$ cat config.mk
export PLATFORM = sky130hd
export DESIGN_NAME = srl_fifo_ctrl_flat
export DESIGN_NICKNAME = d
export VERILOG_FILES = /design/src/rtl/srl_fifo_ctrl_pkg.sv /design/src/rtl/srl_fifo_ctrl_if.sv /design/src/rtl/srl_fifo_ctrl_vtdl.sv /design/src/rtl/srl_fifo_ctrl.sv /design/src/flat_wrapper.sv
export SDC_FILE = /design/constraint.sdc
export NUM_CORES = 1
export LEC_CHECK = 0
export CAP_MARGIN = 20
export CORE_ASPECT_RATIO = 0.6
export CORE_MARGIN = 1
export CORE_UTILIZATION = 40
export DETAILED_ROUTE_END_ITERATION = 16
export PLACE_DENSITY = 0.58
export SLEW_MARGIN = 20
export SYNTH_ARGS = -nofsm -noshare
export SYNTH_HDL_FRONTEND = slang
export SYNTH_SLANG_ARGS = --single-unit
$ cat constraint.sdc
create_clock -name clk -period 8.1 [get_ports clk]
set_input_delay 0.81 -clock clk [delete_from_list [all_inputs] [get_ports clk]]
set_output_delay 0.81 -clock clk [all_outputs]
set_load 0.01 [all_outputs]
$ cat src/rtl/srl_fifo_ctrl_pkg.sv
// Shared sizing helpers for shift-store FIFOs.
// Tap-address and level widths derived from store depth.
package srl_fifo_ctrl_pkg;

  function automatic int aw_of(input int dep);
    return (dep > 2) ? $clog2(dep) : 1;
  endfunction

  function automatic int cw_of(input int dep);
    return $clog2(dep + 1);
  endfunction

  function automatic int lw_of(input int dep);
    return $clog2(dep + 2);
  endfunction

endpackage

$ cat src/rtl/srl_fifo_ctrl_if.sv
// Write/read valid-ready bundle for the SRL FIFO.
// master drives writes and consumes reads; slave is the FIFO.
interface srl_fifo_ctrl_if #(
  parameter int WID = 8
);
  logic           wr;
  logic [WID-1:0] wr_data;
  logic           wr_ready;
  logic           rd_valid;
  logic [WID-1:0] rd_data;
  logic           rd_ready;

  modport master (
    output wr, wr_data, rd_ready,
    input  wr_ready, rd_valid, rd_data
  );

  modport slave (
    input  wr, wr_data, rd_ready,
    output wr_ready, rd_valid, rd_data
  );
endinterface

$ cat src/rtl/srl_fifo_ctrl_vtdl.sv
// Variable-tap delay line: shifts d in at tap 0 on ce.
// Output is a combinational read of tap a.
module vtdl
  import srl_fifo_ctrl_pkg::*;
#(
  parameter int WID = 8,
  parameter int DEP = 16,
  parameter int AW  = aw_of(DEP)
) (
  input  logic           clk,
  input  logic           ce,
  input  logic [AW-1:0]  a,
  input  logic [WID-1:0] d,
  output logic [WID-1:0] q
);

  logic [WID-1:0] mem [DEP];

  always_ff @(posedge clk) begin
    if (ce) begin
      mem[0] <= d;
      for (int i = 1; i < DEP; i++) begin
        mem[i] <= mem[i-1];
      end
    end
  end

  assign q = mem[a];

endmodule

$ cat src/rtl/srl_fifo_ctrl.sv
// FWFT FIFO controller: entry count, head register,
// bypass/refill, flags, flush and sticky overflow.
module srl_fifo_ctrl
  import srl_fifo_ctrl_pkg::*;
#(
  parameter int WID      = 8,
  parameter int DEP      = 16,
  parameter int AF_LEVEL = 14,
  localparam int AW      = aw_of(DEP),
  localparam int CW      = cw_of(DEP),
  localparam int LW      = lw_of(DEP)
) (
  input  logic                  clk,
  input  logic                  rst_n,
  input  logic                  flush,
  srl_fifo_ctrl_if.slave        bus,
  output logic [LW-1:0]         level,
  output logic                  empty,
  output logic                  almost_full,
  output logic                  ovf
);

  logic [CW-1:0]  cnt;
  logic           head_v;
  logic [WID-1:0] head_d;
  logic [WID-1:0] tap_q;
  logic [AW-1:0]  tap;
  logic           cnt_z;
  logic           wr_ready;
  logic           push;
  logic           pop;
  logic           load;
  logic           ce;

  assign cnt_z    = (cnt == '0);
  assign wr_ready = !flush && (cnt != CW'(DEP));
  assign push     = bus.wr && wr_ready;
  assign pop      = head_v && bus.rd_ready;
  assign load     = !head_v || pop;
  // Words that bypass into an empty head never enter the store.
  assign ce       = push && !(load && cnt_z);
  assign tap      = cnt_z ? '0 : AW'(cnt - CW'(1));

  vtdl #(
    .WID (WID),
    .DEP (DEP)
  ) u_store (
    .clk (clk),
    .ce  (ce),
    .a   (tap),
    .d   (bus.wr_data),
    .q   (tap_q)
  );

  always_ff @(posedge clk) begin
    if (!rst_n) begin
      cnt    <= '0;
      head_v <= 1'b0;
      head_d <= '0;
      ovf    <= 1'b0;
    end else if (flush) begin
      cnt    <= '0;
      head_v <= 1'b0;
      ovf    <= 1'b0;
    end else begin
      if (bus.wr && !wr_ready) begin
        ovf <= 1'b1;
      end
      if (load) begin
        if (!cnt_z) begin
          head_d <= tap_q;
          head_v <= 1'b1;
          cnt    <= cnt - CW'(1) + CW'(push);
        end else if (push) begin
          head_d <= bus.wr_data;
          head_v <= 1'b1;
        end else begin
          head_v <= 1'b0;
        end
      end else begin
        cnt <= cnt + CW'(push);
      end
    end
  end

  assign bus.wr_ready = wr_ready;
  assign bus.rd_valid = head_v;
  assign bus.rd_data  = head_d;

  assign level       = LW'(cnt) + LW'(head_v);
  assign empty       = (level == '0);
  assign almost_full = (level >= LW'(AF_LEVEL));

endmodule

$ cat src/flat_wrapper.sv
// flat-port wrapper written by rule: the top's interface ports become plain ports
module srl_fifo_ctrl_flat import srl_fifo_ctrl_pkg::*;
#(
  parameter int WID      = 8,
  parameter int DEP      = 16,
  parameter int AF_LEVEL = 14,
  localparam int AW      = aw_of(DEP),
  localparam int CW      = cw_of(DEP),
  localparam int LW      = lw_of(DEP)
)
  (clk, rst_n, flush, level, empty, almost_full, ovf, bus_wr, bus_wr_data, bus_rd_ready, bus_wr_ready, bus_rd_valid, bus_rd_data);
  srl_fifo_ctrl_if #(.WID(WID)) bus_i ();
  input  logic clk;
  input  logic rst_n;
  input  logic flush;
  output logic [LW-1:0] level;
  output logic empty;
  output logic almost_full;
  output logic ovf;
  input wire logic [$bits(bus_i.wr)-1:0] bus_wr;
  input wire logic [$bits(bus_i.wr_data)-1:0] bus_wr_data;
  input wire logic [$bits(bus_i.rd_ready)-1:0] bus_rd_ready;
  output wire logic [$bits(bus_i.wr_ready)-1:0] bus_wr_ready;
  output wire logic [$bits(bus_i.rd_valid)-1:0] bus_rd_valid;
  output wire logic [$bits(bus_i.rd_data)-1:0] bus_rd_data;
  assign bus_i.wr = bus_wr;
  assign bus_i.wr_data = bus_wr_data;
  assign bus_i.rd_ready = bus_rd_ready;
  assign bus_wr_ready = bus_i.wr_ready;
  assign bus_rd_valid = bus_i.rd_valid;
  assign bus_rd_data = bus_i.rd_data;
  srl_fifo_ctrl #(.WID(WID), .DEP(DEP), .AF_LEVEL(AF_LEVEL)) u_core (.clk(clk), .rst_n(rst_n), .flush(flush), .bus(bus_i), .level(level), .empty(empty), .almost_full(almost_full), .ovf(ovf));
endmodule
==> summary.txt <==
Job
  – Max_cap viols: 0

Timing
  – Fin crit period: a little under 4 ns
  – Worst slew pin tran: 0.990 ns
  – Final hold violations: 0
  – Final Skew: 0.00833 ns
  – Setup repair after global routing missed its margin: false
  – Relative slew slack: 34.0%
  – Min Hold Slack: around 0.44 ns
  – Finish-stage setup viols: 0
  – Fmax: 255 MHz
  – Final Slew Violations: 0
  – Fin crit share: 48.4%
  – Setup Total Neg Slack: 0 ns

Drt
  – DRC: 0
  – DRT Wirelength: 15000 um
  – Avg WL per Cell: roughly 22 um
  – Drt first pass iters: 5
  – Routed Antenna Nets: 0
  – Vias: about 4000
  – Starting DRC count in detailed routing: between 600 and 700
  – Vias per std cell: between 5 and 6

Power
  – Power share of the combinational group: between 30% and 40%
  – Switch share: 35.3%
  – P_sw: 913 uW
  – Peak supply drop: about 0.16 mV
  – Final Power: 2590 uW
  – Pwr per Cell Area: 360 nW/um^2
  – Sequential Power Share: a little under 40%
  – Power Internal: 1680 uW
  – Pleak: roughly 0.0024 uW
  – Clock group share of total power: between 20% and 30%

Logic synthesis
  – Synth Cell Area: around 6100 um^2
  – Sequential share of the synthesized area: between 60% and 70%
  – Synthesized net count: 464
  – Synth cell count leaders: edfxtp_1 (128), a21oi_1 (26), nor2_1 (26)
  – Most frequent cell after synthesis: edfxtp_1
  – Top cell type's share of synthesized area: a little over three fifths
  – Post-synth cell types: 60
  – FFs w/ async S/R, synth: 0%
  – Ys Warns: 0
  – Top cells by area, synth: edfxtp_1 (63%), dfxtp_1 (4.9%), o221ai_1 (2.7%)
  – Predominant post-synthesis flop cell: edfxtp_1
  – Syn avg cell area: around 14 um^2
  – Yosys reg bits: roughly 140
  – Yosys top cell by area: edfxtp_1
  – Cell count after synthesis: 446
  – Post-synth EDFFs: ~130

Global routing
  – Congestion Overflow GR: 0
  – Initial antenna violation count: 0
  – Vias in the first global route: slightly below 4000
  – First-pass GRT wire length: between 20000 and 25000 um
  – GRT Resource Usage Total: just over 20%
  – Largest net degree at the start of global routing: 60

Worst setup path
  – Startpoint Class: register
  – Critical path type: reg -> reg
  – Worst Setup End Kind: register
  – Req. time, crit path: between 8 and 9 ns
  – Critical Path Fanout Max: 59
  – Worst EP arrival: 3.96 ns

Die
  – Core area: roughly 15000 um^2
  – Die width: ~160 um
  – Boundary pin count: 31
  – Starting density of the core: a little over two fifths
  – Die Y: around 98 um
  – Row count: 34
  – Die Area: between 15000 and 20000 um^2

Place
  – Routability cong.: around 0.76
  – DP Area: roughly 6600 um^2
  – Dpl hpwl: approximately 9500 um
  – IO buf count: 30

CTS
  – # hold bufs at CTS: 0
  – Cts repair resizes: 0
  – Clk slew on worst S/H paths: approximately 0.06 ns
  – CTS tree: yes
  – Postcts setup bufs: 0
  – Clock Tree Buf Depth: 2
  – Max H-tree Level: 4
  – TritonCTS buffer count: 17
  – Root Driver: clkbuf_16
  – Clk sinks: 143
  – Clk Latency, worst-skew pair: ~0.41 ns

Status
  – Status: completed

Cells and area
  – Ant. Diodes: 0
  – # nets final: around 490
  – Layout Utilization: 48.9%
  – Layout cells sized above 1: approximately 12%
  – Area Overhead vs Synth: 17.3%
  – Final instance area: 7200 um^2

Min path
  – Hold Crit Class: reg -> reg
through the flow:
| stage | worst slack (ns) | cells |
|---|---|---|
| 2_1_floorplan | 2.18 | 446 |
| 3_5_place_dp | 4.22 | 655 |
| 3_3_place_gp | 4.34 | 655 |
| 4_1_cts | 4.18 | 687 |
| 6_report | 4.18 | 687 |
| 5_1_grt | 3.91 | 687 |
per-layer routing:
layer	global-route usage [%]	part of all wire, %	up-vias
li1	-	-	1836
met1	33.4	51	2039
met2	25.8	40	164
met3	4.08	8.1	18
met4	6.53	1.2	0
met5	0	0	-
worst paths after layout:
kind / startpoint / end / slack [ns] / cells past startpoint
worst max-delay path: u_core.cnt[1] / u_core.u_store.mem[15][5] / 4.18 / 8
worst min-delay path: u_core.u_store.mem[9][7] / u_core.u_store.mem[10][7] / 0.44 / 0
worst max register to register: u_core.cnt[1] / u_core.u_store.mem[15][5] / 4.18 / 8
worst min register to register: u_core.u_store.mem[9][7] / u_core.u_store.mem[10][7] / 0.44 / 0
layout by cell type (no fill, tap or decap), types with 4 or more instances in the layout:
| cell | netlist | final |
|---|---|---|
| xnor2_1 | 7 | 7 |
| inv_1 | 5 | 5 |
| a31oi_1 | 5 | 5 |
| nor2_1 | 26 | 26 |
| nand2b_1 | 6 | 6 |
| o221ai_1 | 19 | 19 |
| o22ai_1 | 5 | 5 |
| a211oi_1 | 4 | 4 |
| edfxtp_1 | 128 | 128 |
| clkbuf_16 | 0 | 17 |
| a221oi_1 | 6 | 6 |
| o21ai_0 | 23 | 23 |
| nand2_1 | 24 | 24 |
| ha_1 | 5 | 5 |
| buf_4 | 3 | 8 |
| o31ai_1 | 4 | 4 |
| clkdlybuf4s50_1 | 0 | 30 |
| o211ai_1 | 7 | 7 |
| a21oi_1 | 26 | 26 |
| and3_1 | 5 | 5 |
| nor2b_1 | 6 | 5 |
| nor3_1 | 10 | 10 |
| nand3_1 | 12 | 12 |
| dfxtp_1 | 15 | 14 |
| mux2i_1 | 16 | 16 |
registers in the layout, summed over array words and instances, names as in the netlist:
name and cells:
u_core.u_store.mem 128, u_core.bus.rd_data 8, u_core.bus.rd_valid 1, u_core.ovf 1
u_core.cnt 5
power groups by stage:
stage	registers (uW)	logic (uW)	clock network (uW)
global placement	1010	794	0
global route	1010	881	813
detailed placement	1010	800	0
CTS	1000	804	781
floorplan	1000	534	0
finish	1000	815	773
final cells by class:
type / count / area [um^2]
Inverter: 6 / 22.5
Clock inverter: 14 / 141
Fill cell: 1338 / 7520
Clock buffer: 18 / 439
Sequential cell: 143 / 4150
Tap cell: 198 / 248
Timing Repair Buffer: 38 / 360
Multi-Input combinational cell: 270 / 1840
cells by family (layout without fill, tap and decap cells):
group,after synthesis,count (layout),synth area share (%)
adder cells (fa/ha/maj),5,5,1.02
buffers and inverters,33,76,2.57
multiplexers,22,22,4.26
XOR/XNOR,10,10,1.43
AO/OA/AOI/OAI,126,126,14.2
flip-flops,143,143,67.6
AND/OR/NAND/NOR,107,107,8.99
critical path: stages (launching register included):
cell      delay, ns
dfxtp_1        0.44
inv_1          0.07
ha_1           0.31
nand2b_1       0.59
nor2_1         0.17
a21oi_1        0.26
and2_1         0.22
nor2b_4        0.70
buf_4          0.72
No activity file was read; power rests on OpenSTA's default activity.
